--- config.mk ---
export PLATFORM = sky130hd
export DESIGN_NAME = hazard_ctrl
export DESIGN_NICKNAME = d
export VERILOG_FILES = /design/src/rtl/hazard_ctrl.sv
export SDC_FILE = /design/constraint.sdc
export NUM_CORES = 1
export LEC_CHECK = 0
export BUFFER_PORTS_ARGS = -buffer_cell sky130_fd_sc_hd__buf_2
export CORE_UTILIZATION = 54
export DETAILED_ROUTE_END_ITERATION = 10
export PLACE_DENSITY = 0.8
export SETUP_SLACK_MARGIN = 0.5
export SYNTH_ARGS = -nofsm -noshare
export SYNTH_HDL_FRONTEND = slang
export SYNTH_SLANG_ARGS = --single-unit
--- constraint.sdc ---
create_clock -name clk -period 5.3 [get_ports clk]
set_input_delay 1.59 -clock clk [delete_from_list [all_inputs] [get_ports clk]]
set_output_delay 1.59 -clock clk [all_outputs]
set_load 0.1 [all_outputs]
--- src/rtl/hazard_ctrl.sv ---
// Pipeline sequencing controller: shadow scoreboard of EX/MEM/WB destinations
// driving PC/IF-ID hold, IF-ID flush and ID-EX bubble for the 5-stage core.
module hazard_ctrl #(
    parameter int WB_BYPASS = 1,
    parameter int CNT_W     = 32
) (
    input  logic             clk,
    input  logic             reset_n,
    input  logic             id_valid,
    input  logic [4:0]       id_rs1,
    input  logic [4:0]       id_rs2,
    input  logic             id_use_rs1,
    input  logic             id_use_rs2,
    input  logic [4:0]       id_rd,
    input  logic             id_reg_write,
    input  logic             control_j,
    input  logic             mem_wait,
    output logic             pc_hold,
    output logic             ifid_hold,
    output logic             ifid_flush,
    output logic             idex_bubble,
    output logic [1:0]       state,
    output logic [CNT_W-1:0] stall_cnt,
    output logic [CNT_W-1:0] flush_cnt
);

    localparam logic [1:0] ST_RUN    = 2'd0;
    localparam logic [1:0] ST_STALL  = 2'd1;
    localparam logic [1:0] ST_FLUSH  = 2'd2;
    localparam logic [1:0] ST_FREEZE = 2'd3;

    localparam logic [CNT_W-1:0] CNT_ONE = {{(CNT_W-1){1'b0}}, 1'b1};
    localparam logic [CNT_W-1:0] CNT_MAX = {CNT_W{1'b1}};

    logic             ex_v_q, ex_v_d;
    logic [4:0]       ex_rd_q, ex_rd_d;
    logic             mem_v_q, mem_v_d;
    logic [4:0]       mem_rd_q, mem_rd_d;
    logic             wb_v_q, wb_v_d;
    logic [4:0]       wb_rd_q, wb_rd_d;
    logic [CNT_W-1:0] stall_cnt_q, stall_cnt_d;
    logic [CNT_W-1:0] flush_cnt_q, flush_cnt_d;

    logic       rs1_chk, rs2_chk;
    logic       hit_ex, hit_mem, hit_wb;
    logic       hz;
    logic [1:0] state_c;

    // x0 is never a real dependency, so it is excluded on the read side too
    always_comb begin
        rs1_chk = id_use_rs1 && (id_rs1 != 5'd0);
        rs2_chk = id_use_rs2 && (id_rs2 != 5'd0);
        hit_ex  = ex_v_q  && ((rs1_chk && (id_rs1 == ex_rd_q))  || (rs2_chk && (id_rs2 == ex_rd_q)));
        hit_mem = mem_v_q && ((rs1_chk && (id_rs1 == mem_rd_q)) || (rs2_chk && (id_rs2 == mem_rd_q)));
        hit_wb  = (WB_BYPASS == 0) && wb_v_q &&
                  ((rs1_chk && (id_rs1 == wb_rd_q)) || (rs2_chk && (id_rs2 == wb_rd_q)));
        hz      = id_valid && (hit_ex || hit_mem || hit_wb);
    end

    always_comb begin
        state_c = ST_RUN;
        if (mem_wait) begin
            state_c = ST_FREEZE;
        end else if (hz) begin
            state_c = ST_STALL;
        end else if (control_j && id_valid) begin
            state_c = ST_FLUSH;
        end
    end

    always_comb begin
        pc_hold     = (state_c == ST_FREEZE) || (state_c == ST_STALL);
        ifid_hold   = (state_c == ST_FREEZE) || (state_c == ST_STALL);
        idex_bubble = (state_c == ST_STALL);
        ifid_flush  = (state_c == ST_FLUSH);
        state       = state_c;
        stall_cnt   = stall_cnt_q;
        flush_cnt   = flush_cnt_q;
    end

    // Freeze holds everything; a stall injects an empty EX slot; run/flush issue ID
    always_comb begin
        ex_v_d      = ex_v_q;
        ex_rd_d     = ex_rd_q;
        mem_v_d     = mem_v_q;
        mem_rd_d    = mem_rd_q;
        wb_v_d      = wb_v_q;
        wb_rd_d     = wb_rd_q;
        stall_cnt_d = stall_cnt_q;
        flush_cnt_d = flush_cnt_q;
        if (state_c != ST_FREEZE) begin
            wb_v_d   = mem_v_q;
            wb_rd_d  = mem_rd_q;
            mem_v_d  = ex_v_q;
            mem_rd_d = ex_rd_q;
            if (state_c == ST_STALL) begin
                ex_v_d  = 1'b0;
                ex_rd_d = 5'd0;
            end else begin
                ex_v_d  = id_valid && id_reg_write && (id_rd != 5'd0);
                ex_rd_d = id_rd;
            end
        end
        if ((state_c == ST_STALL) && (stall_cnt_q != CNT_MAX)) begin
            stall_cnt_d = stall_cnt_q + CNT_ONE;
        end
        if ((state_c == ST_FLUSH) && (flush_cnt_q != CNT_MAX)) begin
            flush_cnt_d = flush_cnt_q + CNT_ONE;
        end
    end

    always_ff @(posedge clk or negedge reset_n) begin
        if (!reset_n) begin
            ex_v_q      <= 1'b0;
            ex_rd_q     <= 5'd0;
            mem_v_q     <= 1'b0;
            mem_rd_q    <= 5'd0;
            wb_v_q      <= 1'b0;
            wb_rd_q     <= 5'd0;
            stall_cnt_q <= '0;
            flush_cnt_q <= '0;
        end else begin
            ex_v_q      <= ex_v_d;
            ex_rd_q     <= ex_rd_d;
            mem_v_q     <= mem_v_d;
            mem_rd_q    <= mem_rd_d;
            wb_v_q      <= wb_v_d;
            wb_rd_q     <= wb_rd_d;
            stall_cnt_q <= stall_cnt_d;
            flush_cnt_q <= flush_cnt_d;
        end
    end

endmodule

==> out/qor.csv <==
metric,value,unit
result of the run,"complete, no violations",
R2R Setup Slk,2550,ps
max-capacitance violation count,0,
buffers and inverters on the worst path,2,
GP Congestion,0.8410,
horizontal die dimension,89.68,µm
required time worst endpoint,3710,ps
vertical extent of the die,89.68,µm
clock tree root driver cell,sky130_fd_sc_hd__clkbuf_8,
Critical Path Sink Type,primary output,
CTS tree,done,
H-tree level count,3,
"buffers from clock root to sink, at most",2,
Synth Net Count,428,
Place WS,307.7,ps
Core Footprint,7331,µm²
maximum number of pins on one net before global-route repair,77,
row cnt,31,
number of unique standard cell types used by synthesis,44,
time the worst path needs with I/O delays and setup,4851,ps
Max Freq,206.2,MHz
Worst Max-Slew Pin Slew,965.5,ps
GRT Overall Usage,25.06,%
clock network latency to the later pin of the worst-skew pair,330,ps
Routed wire per std cell,15.83,µm
overflow left after global routing,0,
max-slew violation count,0,
signal arrival time at the worst endpoint,3260,ps
initial antenna violation count,0,
total setup violations reported at the end of the flow,0,
antenna fix cells,0,
Critical Path Start Type,input port,
"Reg clk slew, reported paths",80,ps
post-synthesis instance area,4151,µm²
hold buffer count at CTS,0,
Post-Syn Instances,403,
leakage power of the design,2.519,nW
starting density of the core,56.63,%
start-to-end type of the worst setup path,input port to primary output,
Vias,3378,
Total Die Area,8043,µm²
share of synthesized area occupied by flip-flops and latches,45.81,%
area growth from synthesis to layout,23.60,%
cell at the slowest stage of the critical path,sky130_fd_sc_hd__or4_4,
Sink Count,76,
Port Buffers,92,
Routed WL,9500,µm
kind of cell adding the most delay to the critical path,simple AND/OR/NAND/NOR gates,
first-pass GRT wire length,15460,µm
DRC violation count after routing,0,
initial DRC count,210,
skew final,9.734,ps
Detail Placement HPWL,6444,µm
number of nets still failing antenna checks after routing,0,
power density normalized to cell area,292.1,nW/µm²
worst relative slew slack,35.64,%
post-synthesis sequential element count,76,
Synth Flop Type,sky130_fd_sc_hd__dfrtp_1,
warnings from Yosys,0,
worst IR drop on VDD,217.4,µV
"Largest stage delay, worst path",530,ps
final setup slack of the worst path,449.2,ps
class of the worst hold path,flip-flop to flip-flop,
routed via count divided by cell count,5.630,
first drt pass iteration count,4,
critical-path cell list,"buf_8, or4_4, o21ai_4, nor4_4, o211ai_2, nand2_2, or2_4, buf_12",
Syn Area/Cell,10.30,µm²
RSZ-0062 raised after global routing,true,
CP max FO,3,
number of flops mapped to enable cells by yosys,0,
NumNets Final,521,
share of final-layout standard cells stronger than drive strength 1,32.53,%
number of global-route vias before repair,3290,
IO Count,93,
Hold Fails Final Rpt,0,
total negative slack,0,ps
share of the clock period used by the worst path after layout,91.53,%
asr flop ratio synth,100.0,%
clock buffers created by TritonCTS,9,
-- cells by family (layout without fill, tap and decap cells) --
group	after synthesis	in the layout	share of synthesized area (%)
flops	76	76	45.81
fa+ha+maj	2	2	0.6027
xor+xnor	81	81	17.09
mux	8	8	2.170
buf+inv	23	121	2.742
simple gates	195	195	28.45
compound gates	18	18	3.135
-- through the flow --
step | area, µm² | std cells | hold WS [ps] | power (W) | utilization (%)
after floorplan | 4224 | 403 | 523.7 | 0.0009291 | -
after global placement | 4770 | 583 | 470.1 | 0.001004 | 65.06
after detailed placement | 4770 | 583 | 473.9 | 0.001010 | 65.06
after CTS | 5101 | 600 | 488.7 | 0.001506 | 69.59
after global routing | 5131 | 600 | 516.6 | 0.001562 | 69.99
final | 5131 | 600 | 489.8 | 0.001499 | 69.99
-- registers in the layout, summed over array words and instances, names as in the netlist --
| register | count |
|---|---|
| ex_rd_q | 5 |
| ex_v_q | 1 |
| flush_cnt | 32 |
| mem_rd_q | 5 |
| mem_v_q | 1 |
| stall_cnt | 32 |
-- final timing paths --
path,from,cells past startpoint,to
min reg2reg,flush_cnt[4],1,flush_cnt[4]
max in group asynchronous,reset_n,1,stall_cnt[3]
min,flush_cnt[4],1,flush_cnt[4]
max,id_rs2[1],8,ifid_hold
max reg2reg,flush_cnt[2],6,flush_cnt[1]
min in group asynchronous,reset_n,1,mem_rd_q[1]
-- timing repair --
item / 4_1_cts / 5_1_grt
resized for setup: 25 / 7
setup buffers: 1 / 0
endpoints found under the setup margin: 5 / 6
pin swaps: 4 / 2
-- placed cells by master, fill, tap and decap left out, types with 3 or more instances in the layout --
| cell type | n |
|---|---|
| sky130_fd_sc_hd__nor3_1 | 8 |
| sky130_fd_sc_hd__nand2_1 | 30 |
| sky130_fd_sc_hd__and3_1 | 18 |
| sky130_fd_sc_hd__nor2_1 | 19 |
| sky130_fd_sc_hd__buf_2 | 81 |
| sky130_fd_sc_hd__o21ai_0 | 5 |
| sky130_fd_sc_hd__nand4_1 | 27 |
| sky130_fd_sc_hd__and4_1 | 4 |
| sky130_fd_sc_hd__or3_1 | 3 |
| sky130_fd_sc_hd__or4_1 | 5 |
| sky130_fd_sc_hd__nand3_1 | 38 |
| sky130_fd_sc_hd__buf_12 | 5 |
| sky130_fd_sc_hd__inv_1 | 6 |
| sky130_fd_sc_hd__xor2_1 | 32 |
| sky130_fd_sc_hd__and2_1 | 4 |
| sky130_fd_sc_hd__nor3_2 | 14 |
| sky130_fd_sc_hd__clkbuf_8 | 10 |
| sky130_fd_sc_hd__xnor2_1 | 49 |
| sky130_fd_sc_hd__nor4_2 | 7 |
| sky130_fd_sc_hd__buf_4 | 9 |
| sky130_fd_sc_hd__dfrtp_1 | 76 |
| sky130_fd_sc_hd__mux2_2 | 6 |
-- Yosys cell counts, types with 7 or more instances --
cell / count / area [µm²]
sky130_fd_sc_hd__dfrtp_1: 76 / 1902
sky130_fd_sc_hd__xnor2_1: 49 / 429.2
sky130_fd_sc_hd__nand3_1: 38 / 190.2
sky130_fd_sc_hd__xor2_1: 32 / 280.3
sky130_fd_sc_hd__nand2_1: 31 / 116.4
sky130_fd_sc_hd__nand4_1: 27 / 168.9
sky130_fd_sc_hd__nor2_1: 20 / 75.07
sky130_fd_sc_hd__and3_1: 18 / 112.6
sky130_fd_sc_hd__nor3_2: 14 / 140.1
sky130_fd_sc_hd__clkbuf_1: 9 / 33.78
sky130_fd_sc_hd__nor3_1: 8 / 40.04
sky130_fd_sc_hd__or4_1: 7 / 52.55
-- routing by layer --
metal  vias up  GRT usage [%]  part of all wire [%]
met3         9          3.473                   4.2
met2       104          42.15                    50
met1      1657          33.65                    44
met4         0          8.081                   1.0
met5         -              0                     0
li1       1608              -                     -
-- report_power, final --
group	leakage [nW]	switching [W]	internal [W]
clock	0.107	0.000207	0.000278
sequential	1.03	0.0000398	0.000612
combinational	1.39	0.000280	0.0000822
-- area by class of cell --
class,count,area (µm²)
tap,99,123.9
inverter,6,22.52
fill,563,2200
multi-input combinational,304,2240
sequential,76,1902
clock buffer,12,145.1
timing repair buffer,99,625.6
clock inverter,4,72.57
Note: power is estimated with default switching activity, not from simulation.
